### config.mk
export PLATFORM = sky130hd
export DESIGN_NAME = multicycle_control_flat
export DESIGN_NICKNAME = d
export VERILOG_FILES = /design/src/rtl/multicycle_control_pkg.sv /design/src/rtl/multicycle_control_if.sv /design/src/rtl/multicycle_control_perf_counter.sv /design/src/rtl/multicycle_control.sv /design/src/flat_wrapper.sv
export SDC_FILE = /design/constraint.sdc
export NUM_CORES = 1
export LEC_CHECK = 0
export CORE_ASPECT_RATIO = 0.7
export CORE_MARGIN = 2
export CORE_UTILIZATION = 27
export CTS_CLUSTER_SIZE = 40
export DETAILED_ROUTE_END_ITERATION = 10
export PLACE_DENSITY = 0.56
export SETUP_SLACK_MARGIN = 0.1
export SYNTH_ARGS = -nofsm -noshare
export SYNTH_HDL_FRONTEND = slang
export SYNTH_HIERARCHICAL = 1
export SYNTH_SLANG_ARGS = --single-unit
### constraint.sdc
create_clock -name clk -period 3.37 [get_ports clk]
set_input_delay 0.674 -clock clk [delete_from_list [all_inputs] [get_ports clk]]
set_output_delay 0.674 -clock clk [all_outputs]
set_load 0.01 [all_outputs]
### src/rtl/multicycle_control_pkg.sv
// mc_pkg: shared opcodes, FSM states and datapath select encodings for the multi-cycle control unit
package mc_pkg;
    localparam logic [6:0] OP     = 7'b0110011;
    localparam logic [6:0] OP_IMM = 7'b0010011;
    localparam logic [6:0] LOAD   = 7'b0000011;
    localparam logic [6:0] STORE  = 7'b0100011;
    localparam logic [6:0] BRANCH = 7'b1100011;
    localparam logic [6:0] JAL    = 7'b1101111;
    localparam logic [6:0] JALR   = 7'b1100111;
    localparam logic [6:0] LUI    = 7'b0110111;
    localparam logic [6:0] AUIPC  = 7'b0010111;
    localparam logic [6:0] SYSTEM = 7'b1110011;

    typedef enum logic [2:0] {S_FETCH, S_DECODE, S_EXECUTE, S_MEMORY, S_WRITEBACK, S_HALT} state_t;

    localparam logic [1:0] PC_PLUS4  = 2'd0;
    localparam logic [1:0] PC_ALUOUT = 2'd1;
    localparam logic [1:0] PC_ALU    = 2'd2;

    localparam logic [1:0] SRCB_RS2  = 2'd0;
    localparam logic [1:0] SRCB_FOUR = 2'd1;
    localparam logic [1:0] SRCB_IMM  = 2'd2;

    localparam logic [1:0] ALU_ADD    = 2'd0;
    localparam logic [1:0] ALU_BRANCH = 2'd1;
    localparam logic [1:0] ALU_FUNCT  = 2'd2;

    function automatic logic is_known(input logic [6:0] op);
        return op inside {OP, OP_IMM, LOAD, STORE, BRANCH, JAL, JALR, LUI, AUIPC, SYSTEM};
    endfunction
endpackage

### src/rtl/multicycle_control_if.sv
// multicycle_control_if: instruction/memory status in, datapath strobes, selects and counters out
interface multicycle_control_if #(parameter int CNT_W = 32);
    logic [6:0]       opcode;
    logic             bcond;
    logic             halt_cond;
    logic             mem_ready;
    logic             mem_read;
    logic             mem_write;
    logic             i_or_d;
    logic             ir_write;
    logic             pc_write;
    logic [1:0]       pc_source;
    logic             alu_src_a;
    logic [1:0]       alu_src_b;
    logic [1:0]       alu_class;
    logic             reg_write;
    logic             mem_to_reg;
    logic             pc_to_reg;
    logic             illegal_inst;
    logic             bus_error;
    logic             is_halted;
    logic [CNT_W-1:0] cycle_count;
    logic [CNT_W-1:0] instret_count;

    modport slave (
        input  opcode, bcond, halt_cond, mem_ready,
        output mem_read, mem_write, i_or_d, ir_write, pc_write, pc_source,
               alu_src_a, alu_src_b, alu_class, reg_write, mem_to_reg, pc_to_reg,
               illegal_inst, bus_error, is_halted, cycle_count, instret_count
    );

    modport master (
        output opcode, bcond, halt_cond, mem_ready,
        input  mem_read, mem_write, i_or_d, ir_write, pc_write, pc_source,
               alu_src_a, alu_src_b, alu_class, reg_write, mem_to_reg, pc_to_reg,
               illegal_inst, bus_error, is_halted, cycle_count, instret_count
    );
endinterface

### src/rtl/multicycle_control_perf_counter.sv
// mc_perf_counter: wrapping CNT_W-bit event counter with enable
module mc_perf_counter #(
    parameter int CNT_W = 32
) (
    input  logic             clk,
    input  logic             reset,
    input  logic             en_i,
    output logic [CNT_W-1:0] count_o
);
    logic [CNT_W-1:0] count_q;

    // count enabled cycles, wrapping naturally at 2^CNT_W
    always_ff @(posedge clk or posedge reset) begin
        if (reset) count_q <= '0;
        else if (en_i) count_q <= count_q + CNT_W'(1);
    end

    assign count_o = count_q;
endmodule

### src/rtl/multicycle_control.sv
// multicycle_control: FETCH/DECODE/EXECUTE/MEMORY/WRITEBACK sequencer with perf counters and memory timeout
module multicycle_control
    import mc_pkg::*;
#(
    parameter int CNT_W       = 32,
    parameter int MEM_TIMEOUT = 0
) (
    input logic                  clk,
    input logic                  reset,
    multicycle_control_if.slave  bus
);
    localparam int WW = MEM_TIMEOUT > 1 ? $clog2(MEM_TIMEOUT) : 1;
    localparam logic [WW-1:0] LIMIT = WW'(MEM_TIMEOUT > 0 ? MEM_TIMEOUT - 1 : 0);

    state_t          state_q, state_d;
    logic [WW-1:0]   wait_q;
    logic            bus_error_q, halted_q;
    logic            waiting, timeout, retire;

    assign waiting = state_q inside {S_FETCH, S_MEMORY};
    // the last permitted stall cycle without mem_ready ends the access; a late ready still completes it
    assign timeout = (MEM_TIMEOUT != 0) && waiting && !bus.mem_ready && wait_q == LIMIT;
    assign retire  = bus.pc_write || (state_d == S_HALT && state_q != S_HALT);

    // decode strobes/selects from state and opcode; everything is forced low while reset is held
    always_comb begin
        state_d          = state_q;
        bus.mem_read     = 1'b0;
        bus.mem_write    = 1'b0;
        bus.i_or_d       = 1'b0;
        bus.ir_write     = 1'b0;
        bus.pc_write     = 1'b0;
        bus.pc_source    = PC_PLUS4;
        bus.alu_src_a    = 1'b0;
        bus.alu_src_b    = SRCB_RS2;
        bus.alu_class    = ALU_ADD;
        bus.reg_write    = 1'b0;
        bus.mem_to_reg   = 1'b0;
        bus.pc_to_reg    = 1'b0;
        bus.illegal_inst = 1'b0;
        if (!reset) begin
            case (state_q)
                S_FETCH: begin
                    bus.mem_read = 1'b1;
                    if (timeout) state_d = S_HALT;
                    else if (bus.mem_ready) begin
                        bus.ir_write = 1'b1;
                        state_d      = S_DECODE;
                    end
                end
                S_DECODE: begin
                    bus.alu_src_b = SRCB_IMM;
                    if (bus.opcode == SYSTEM && bus.halt_cond) state_d = S_HALT;
                    else if (bus.opcode == SYSTEM || !is_known(bus.opcode)) begin
                        bus.illegal_inst = !is_known(bus.opcode);
                        bus.pc_write     = 1'b1;
                        state_d          = S_FETCH;
                    end else state_d = S_EXECUTE;
                end
                S_EXECUTE: begin
                    bus.alu_src_a = bus.opcode inside {BRANCH, LOAD, STORE, OP, OP_IMM, JALR};
                    bus.alu_src_b = bus.opcode inside {BRANCH, OP} ? SRCB_RS2 : SRCB_IMM;
                    bus.alu_class = bus.opcode == BRANCH ? ALU_BRANCH :
                                    bus.opcode inside {OP, OP_IMM} ? ALU_FUNCT : ALU_ADD;
                    bus.pc_write  = bus.opcode == BRANCH;
                    bus.pc_source = (bus.opcode == BRANCH && bus.bcond) ? PC_ALUOUT : PC_PLUS4;
                    state_d       = bus.opcode == BRANCH ? S_FETCH :
                                    bus.opcode inside {LOAD, STORE} ? S_MEMORY : S_WRITEBACK;
                end
                S_MEMORY: begin
                    bus.i_or_d    = 1'b1;
                    bus.mem_read  = bus.opcode == LOAD;
                    bus.mem_write = bus.opcode == STORE;
                    if (timeout) state_d = S_HALT;
                    else if (bus.mem_ready) begin
                        bus.pc_write = bus.opcode == STORE;
                        state_d      = bus.opcode == LOAD ? S_WRITEBACK : S_FETCH;
                    end
                end
                S_WRITEBACK: begin
                    bus.reg_write  = 1'b1;
                    bus.mem_to_reg = bus.opcode == LOAD;
                    bus.pc_to_reg  = bus.opcode inside {JAL, JALR};
                    bus.pc_write   = 1'b1;
                    bus.pc_source  = bus.opcode == JAL ? PC_ALUOUT : bus.opcode == JALR ? PC_ALU : PC_PLUS4;
                    bus.alu_src_a  = bus.opcode == JALR;
                    bus.alu_src_b  = bus.opcode == JALR ? SRCB_IMM : SRCB_RS2;
                    state_d        = S_FETCH;
                end
                default: state_d = S_HALT;
            endcase
        end
    end

    // state, memory wait counter and sticky halt/bus-error flags
    always_ff @(posedge clk or posedge reset) begin
        if (reset) begin
            state_q     <= S_FETCH;
            wait_q      <= '0;
            bus_error_q <= 1'b0;
            halted_q    <= 1'b0;
        end else begin
            state_q <= state_d;
            wait_q  <= (waiting && !bus.mem_ready) ? wait_q + WW'(1) : '0;
            if (timeout) bus_error_q <= 1'b1;
            if (state_d == S_HALT) halted_q <= 1'b1;
        end
    end

    assign bus.bus_error = bus_error_q;
    assign bus.is_halted = halted_q;

    mc_perf_counter #(.CNT_W(CNT_W)) u_cycle (
        .clk     (clk),
        .reset   (reset),
        .en_i    (state_q != S_HALT),
        .count_o (bus.cycle_count)
    );

    mc_perf_counter #(.CNT_W(CNT_W)) u_instret (
        .clk     (clk),
        .reset   (reset),
        .en_i    (retire),
        .count_o (bus.instret_count)
    );
endmodule

### src/flat_wrapper.sv
// flat-port wrapper written by rule: the top's interface ports become plain ports
module multicycle_control_flat import mc_pkg::*;
#(
    parameter int CNT_W       = 32,
    parameter int MEM_TIMEOUT = 0
)
  (clk, reset, bus_opcode, bus_bcond, bus_halt_cond, bus_mem_ready, bus_mem_read, bus_mem_write, bus_i_or_d, bus_ir_write, bus_pc_write, bus_pc_source, bus_alu_src_a, bus_alu_src_b, bus_alu_class, bus_reg_write, bus_mem_to_reg, bus_pc_to_reg, bus_illegal_inst, bus_bus_error, bus_is_halted, bus_cycle_count, bus_instret_count);
  multicycle_control_if #(.CNT_W(CNT_W)) bus_i ();
  input logic clk;
  input logic reset;
  input wire logic [$bits(bus_i.opcode)-1:0] bus_opcode;
  input wire logic [$bits(bus_i.bcond)-1:0] bus_bcond;
  input wire logic [$bits(bus_i.halt_cond)-1:0] bus_halt_cond;
  input wire logic [$bits(bus_i.mem_ready)-1:0] bus_mem_ready;
  output wire logic [$bits(bus_i.mem_read)-1:0] bus_mem_read;
  output wire logic [$bits(bus_i.mem_write)-1:0] bus_mem_write;
  output wire logic [$bits(bus_i.i_or_d)-1:0] bus_i_or_d;
  output wire logic [$bits(bus_i.ir_write)-1:0] bus_ir_write;
  output wire logic [$bits(bus_i.pc_write)-1:0] bus_pc_write;
  output wire logic [$bits(bus_i.pc_source)-1:0] bus_pc_source;
  output wire logic [$bits(bus_i.alu_src_a)-1:0] bus_alu_src_a;
  output wire logic [$bits(bus_i.alu_src_b)-1:0] bus_alu_src_b;
  output wire logic [$bits(bus_i.alu_class)-1:0] bus_alu_class;
  output wire logic [$bits(bus_i.reg_write)-1:0] bus_reg_write;
  output wire logic [$bits(bus_i.mem_to_reg)-1:0] bus_mem_to_reg;
  output wire logic [$bits(bus_i.pc_to_reg)-1:0] bus_pc_to_reg;
  output wire logic [$bits(bus_i.illegal_inst)-1:0] bus_illegal_inst;
  output wire logic [$bits(bus_i.bus_error)-1:0] bus_bus_error;
  output wire logic [$bits(bus_i.is_halted)-1:0] bus_is_halted;
  output wire logic [$bits(bus_i.cycle_count)-1:0] bus_cycle_count;
  output wire logic [$bits(bus_i.instret_count)-1:0] bus_instret_count;
  assign bus_i.opcode = bus_opcode;
  assign bus_i.bcond = bus_bcond;
  assign bus_i.halt_cond = bus_halt_cond;
  assign bus_i.mem_ready = bus_mem_ready;
  assign bus_mem_read = bus_i.mem_read;
  assign bus_mem_write = bus_i.mem_write;
  assign bus_i_or_d = bus_i.i_or_d;
  assign bus_ir_write = bus_i.ir_write;
  assign bus_pc_write = bus_i.pc_write;
  assign bus_pc_source = bus_i.pc_source;
  assign bus_alu_src_a = bus_i.alu_src_a;
  assign bus_alu_src_b = bus_i.alu_src_b;
  assign bus_alu_class = bus_i.alu_class;
  assign bus_reg_write = bus_i.reg_write;
  assign bus_mem_to_reg = bus_i.mem_to_reg;
  assign bus_pc_to_reg = bus_i.pc_to_reg;
  assign bus_illegal_inst = bus_i.illegal_inst;
  assign bus_bus_error = bus_i.bus_error;
  assign bus_is_halted = bus_i.is_halted;
  assign bus_cycle_count = bus_i.cycle_count;
  assign bus_instret_count = bus_i.instret_count;
  multicycle_control #(.CNT_W(CNT_W), .MEM_TIMEOUT(MEM_TIMEOUT)) u_core (.clk(clk), .reset(reset), .bus(bus_i));
endmodule
; Word level (Yosys, flattened, before mapping)
; Index checks and enable logic that the tools add are counted.
[totals]
ff_bits = 68
in_bits = 12
output_inout_bits = 82
[classes]
reduce_logical = 13
addsub = 2
mux = 47
eq_ne = 16
[ops]
columns = op, count
row1 = "32-bit by 1-bit adder with 32-bit output, second input constant", 2
row2 = "7-bit equality test, second input constant", 4
row3 = 1-bit 2-to-1 mux, 24
row4 = "7-bit by 6-bit equality test with 1-bit output, second input constant", 3
row5 = 3-bit 2-to-1 mux, 7
row6 = 2-bit 2-to-1 mux, 10
row7 = 3-bit one-hot mux with 5 select lines, 1
row8 = "7-bit by 5-bit equality test with 1-bit output, second input constant", 2
row9 = 10-bit nonzero test, 1
row10 = 2-bit nonzero test, 4
row11 = "7-bit by 2-bit equality test with 1-bit output, second input constant", 1
row12 = "3-bit by 2-bit equality test with 1-bit output, second input constant", 2
row13 = "3-bit equality test, second input constant", 2
row14 = 2-bit one-hot mux with 3 select lines, 1
row15 = 6-bit nonzero test, 1
row16 = 1-bit one-hot mux with 2 select lines, 2
row17 = 1-bit one-hot mux with 4 select lines, 1
row18 = 2-bit one-hot mux with 2 select lines, 1
row19 = "3-bit by 1-bit equality test with 1-bit output, second input constant", 1
row20 = 1-bit logical AND, 3
row21 = 3-bit zero test, 1
row22 = "3-bit inequality test, second input constant", 1
row23 = 1-bit logical OR, 2
row24 = 1-bit zero test, 1

; Longest topological paths before layout
[depth]
ltp_word = 11
depth_mapped = 10
ltp_nobuf = 9

; Hierarchy
; Netlist, hierarchy kept.
[modules_own_cells]
columns = mod, area_each_um2, n_inst, seq_area_each_um2, cells_per_inst
row1 = mc_perf_counter, 1510.2, 2, 800.8, 126
row2 = multicycle_control, 721.9, 1, 100.1, 114

; Least setup slack after synthesis
; Ideal clock, no wire load.
[synth_path]
path_kind = in2reg
startpoint = in bus_opcode[6]
endpoint = reg u_core.u_instret.count_q[25], in the netlist u_core/u_instret/count_o[25]
setup_ps = 79
slack_ps = 370
t_arrival_ps = 2920
stages = 10
cell_sequence = buf_2 nand3_2 or4_1 o21ai_1 nand4_1 o22ai_1 and4_2 nand3_4 nor4_1 xor2_1
[synth_between]
elab_chain_cells = 11
[synth_rtl]
columns = element, line_no
row1 = from (decl), flat_wrapper.sv:11  ; input wire logic [$bits(bus_i.opcode)-1:0] bus_opcode;
row2 = "7-bit by 6-bit equality test with 1-bit output, or another cell as far along", multicycle_control_pkg.sv:29  ; return op inside {OP, OP_IMM, LOAD, STORE, BRANCH, JAL, JALR, LUI, AUIPC, SYSTEM};
row3 = 10-bit nonzero test, multicycle_control_pkg.sv:29
row4 = 1-bit zero test, multicycle_control.sv:54  ; else if (bus.opcode == SYSTEM || !is_known(bus.opcode)) begin
row5 = 1-bit logical OR, multicycle_control.sv:54
row6 = 2-bit 2-to-1 mux, multicycle_control.sv:54
row7 = 3-bit 2-to-1 mux, multicycle_control.sv:53  ; if (bus.opcode == SYSTEM && bus.halt_cond) state_d = S_HALT;
row8 = 3-bit one-hot mux with 5 select lines, multicycle_control.sv:42  ; case (state_q)
row9 = 3-bit 2-to-1 mux, multicycle_control.sv:41  ; if (!reset) begin
row10 = 3-bit equality test, multicycle_control.sv:23  ; assign retire = bus.pc_write || (state_d == S_HALT && state_q != S_HALT);
row11 = 1-bit logical AND, multicycle_control.sv:23
row12 = 1-bit logical OR (*), multicycle_control.sv:23
row13 = net u_core.retire, multicycle_control.sv:18  ; logic waiting, timeout, retire;
row14 = to (signal assigned), multicycle_control_perf_counter.sv:15  ; else if (en_i) count_q <= count_q + CNT_W'(1);
row15 = to (decl), multicycle_control_perf_counter.sv:10  ; logic [CNT_W-1:0] count_q;
; The timed path passes the listed nets; every way through them passes the cells marked *.
; A chain may end at the register's enable or synchronous reset.

; Worst setup path after layout
[layout_path]
startpoint = in bus_opcode[2]
endpoint = out bus_pc_source[1]
[layout_between]
elab_chain_cells = 5
[layout_rtl]
columns = element, line_no
row1 = 7-bit equality test, multicycle_control.sv:85  ; bus.pc_source = bus.opcode == JAL ? PC_ALUOUT : bus.opcode == JALR ? PC_ALU : PC_PLUS4;
row2 = 2-bit 2-to-1 mux, multicycle_control.sv:85
row3 = 2-bit 2-to-1 mux (*), multicycle_control.sv:85
row4 = 2-bit one-hot mux with 2 select lines (*), multicycle_control.sv:42
row5 = 2-bit 2-to-1 mux (*), multicycle_control.sv:41
row6 = to (decl), flat_wrapper.sv:20  ; output wire logic [$bits(bus_i.pc_source)-1:0] bus_pc_source;
; Every way passes the cells marked *; elsewhere a longest branch is shown, timed or not.

==> impl_metrics.py <==
metrics = {
    "setup_path": {
        "r2r_cells": 11,
        "crit_chain": "clkdlybuf4s50_1, buf_4, nand3b_1, or3_4, nor3_1, clkdlybuf4s50_1",
        "cp_slowest_cell": "clkdlybuf4s50_1",
        "critical_path_required_ns": 2.70,
        "r2r_slack_ns": 0.31,
        "path_buf_inv": 3,
        "cp_common_cell": "clkdlybuf4s50_1",
        "start_kind": "primary input",
        "cp_data_arrival_time_ns": 2.66,
        "reg2reg_from": "u_core/state_q[1]$_DFF_PP0_",
        "path_delay_family": "buffers and inverters",
        "worstReg2RegEnd": "u_core/u_instret/count_o[30]$_DFFE_PP0P_",
        "end_kind": "output pin",
        "cpPeakStageDelay_ns": 0.56,
        "cp_max_fo": 5,
        "cp.depth": 6,
        "setup.worst_path.class": "in -> out",
    },
    "clock_network": {
        "insertion_delay_ns": 0.33,
        "cts_buffers": 9,
        "clkSlewWorstSetupHoldPaths_ns": 0.05,
        "cts.sinks": 68,
        "htreeDepth": 3,
        "tritoncts": "done",
        "clockBufferDepth": 2,
        "postCtsHoldBufs": 0,
        "cts_root_buf": "clkbuf_16",
    },
    "route": {
        "first_iter_violations": 198,
        "drc_errors": 0,
        "routed_wl_mm": 9.696,
        "viasPerCell": 4.697,
        "drt_first_pass_iters": 4,
        "route.vias.total": 3152,
        "routedWlPerCell_um": 14.45,
        "drtAntennaViolNets": 0,
    },
    "timing": {
        "period_minus_slack_ns": 3.335,
        "worst_slack_ns": 0.03546,
        "slew_violations": 0,
        "max_freq_mhz": 299.9,
        "rsz0062_at_grt": "yes",
        "hold_viol_final": 0,
        "skew_ns": 0.007937,
        "post-route-period-util_pct": 98.95,
        "setup_violations": 0,
    },
    "min_path": {
        "hold_path_end": "u_core/u_cycle/count_o[31]$_DFFE_PP0P_",
        "hold_depth": 1,
        "hp-start": "u_core/u_cycle/count_o[31]$_DFFE_PP0P_",
        "hp-class": "reg -> reg",
    },
    "final_layout": {
        "drive_above_1_share_pct": 14.20,
        "final_common_cell": "clkdlybuf4s50_1",
        "stdcell_area_um2": 5318,
        "diodes": 0,
        "layout_common_cells": "85 x clkdlybuf4s50_1, 68 x dfrtp_1, 36 x xor2_1",
        "area_delta_synth_final_pct": 42.09,
        "finalNetCount": 495,
    },
    "global_route": {
        "overflow": 0,
        "grt_use_met2_pct": 19.50,
        "antenna_found_initial": 0,
        "grt_pass1_vias": 2980,
        "grt_start_max_net_pins": 33,
        "grt_pass1_wl_mm": 15.77,
        "met1_usage_pct": 20.04,
        "grt_busiest_layer": "met1",
        "grtUsageMet3_pct": 4.134,
        "grt_usage_pct": 13.54,
    },
    "job": {
        "cap_violations": 0,
    },
    "synth": {
        "avgSynthCellArea_um2": 10.22,
        "async_reset_ff_share_pct": 100.0,
        "syn_inst": 366,
        "yosys.cell_types.count": 52,
        "synth-seq-cells": 68,
        "yosysWarnings": 6,
        "synth_seq_area_share_pct": 45.47,
        "ys.flop_type": "dfrtp_1",
        "synth_edf_count": 0,
        "netlist_area_um2": 3742,
    },
    "place": {
        "io_buffers": 91,
        "place_ws_ns": -0.06398,
        "gp_congestion": 0.8919,
        "place_area_um2": 4965,
        "hpwl_mm": 7.020,
    },
    "die": {
        "initial_core_util_pct": 28.02,
        "die_y_um": 102.5,
        "die_area_um2": 14830,
        "io_pins": 94,
        "rows": 35,
        "core_area_um2": 13360,
        "dieWidth_um": 144.7,
    },
    "power_and_ir_drop": {
        "leakage_nw": 2.377,
        "ir_worst_vdd_mv": 0.2802,
        "power_density_nw_per_um2": 488.4,
    },
    "outcome": {
        "status": "finished clean",
    },
}
[stage by stage]
| stage | setup TNS (ns) | power [mW] | instances | hold WS, ns | util [%] |
|---|---|---|---|---|---|
| floorplan | 0 | 1.364 | 367 | 0.5039 | - |
| finish | 0 | 2.597 | 671 | 0.4640 | 39.81 |
| global route | 0 | 2.752 | 671 | 0.4919 | 39.81 |
| CTS | 0 | 2.625 | 668 | 0.4678 | 39.40 |
| detailed placement | -0.2220 | 1.706 | 650 | 0.4591 | 37.17 |
| global placement | -0.1379 | 1.705 | 650 | 0.4549 | 37.17 |
[metal layers]
metal	share of wire (%)	vias to the layer above
li1	-	1524
met2	43	79
met3	5.5	9
met1	51	1540
met5	0	-
met4	0.78	0
[cell type report]
| cell class | count | area, um2 |
|---|---|---|
| timing repair buffer | 118 | 1114 |
| clock inverter | 1 | 5.005 |
| multi-input combinational | 273 | 1947 |
| inverter | 11 | 41.29 |
| tap | 185 | 231.5 |
| sequential | 68 | 1702 |
| clock buffer | 15 | 277.8 |
| fill | 1289 | 8039 |
[sequential cells by signal, summed over array words and instances, names as in the netlist]
name and count:
u_core/state_q 3, u_core/u_cycle/count_o 32, u_core/bus.is_halted 1, u_core/u_instret/count_o 32
[how the worst max path moves through the flow]
stage / start / endpoint / slack [ns]
2_1_floorplan: bus_opcode[6] / u_core/u_instret/count_o[25]$_DFFE_PP0P_ / 0.37
3_3_place_gp: bus_opcode[6] / u_core/u_instret/count_o[25]$_DFFE_PP0P_ / -0.05
3_5_place_dp: bus_opcode[6] / bus_pc_source[1] / -0.06
4_1_cts: bus_opcode[4] / bus_pc_source[1] / 0.04
5_1_grt: bus_opcode[2] / bus_pc_source[1] / 0.03
6_report: bus_opcode[2] / bus_pc_source[1] / 0.04
[where the power goes]
part / switching (mW) / internal (mW) / total (mW)
combinational: 0.324 / 0.360 / 0.683
sequential: 0.118 / 0.907 / 1.02
clock: 0.332 / 0.558 / 0.890
[timing repair]
item	4_1_cts	5_1_grt
resized for setup	6	8
endpoints found under the setup margin	5	10
setup buffers	2	3
pin swaps	3	0
[Yosys cell counts (all sizes together) (2+ instances only)]
library cell / n / share of area (%)
dfrtp: 68 / 45
xor2: 36 / 8.4
nand2: 33 / 3.3
xnor2: 27 / 6.3
nand3: 25 / 4.4
nor3: 24 / 3.2
nor2: 19 / 1.9
and4: 12 / 3.1
nand4: 12 / 2.8
nor4: 12 / 3.6
buf: 11 / 2.0
inv: 11 / 1.1
and3: 10 / 1.7
a21oi: 6 / 0.90
nand2b: 6 / 1.0
o21ai: 6 / 0.80
nor2b: 5 / 0.84
nor3b: 5 / 1.0
and2: 4 / 0.67
clkbuf: 4 / 0.40
nor4b: 3 / 1.0
ha: 2 / 0.67
mux2: 2 / 0.60
nand3b: 2 / 0.40
o211ai: 2 / 0.40
o22ai: 2 / 0.33
o31ai: 2 / 0.40
or3: 2 / 0.33
or4: 2 / 0.40
[kinds of logic (layout without fill, tap and decap cells)]
logic type | count (synthesis) | after routing | share of synthesized area [%]
AOI/OAI and AO/OA | 26 | 26 | 4.681
xor gates and xnor gates | 63 | 63 | 14.74
adders and majority gates | 2 | 2 | 0.6686
buffers and inverters | 26 | 145 | 3.477
DFF | 68 | 68 | 45.47
muxes | 2 | 2 | 0.6018
other | 1 | 2 | 0.1002
and+or+nand+nor | 178 | 178 | 30.26
Power figures use the tool's default switching activity.
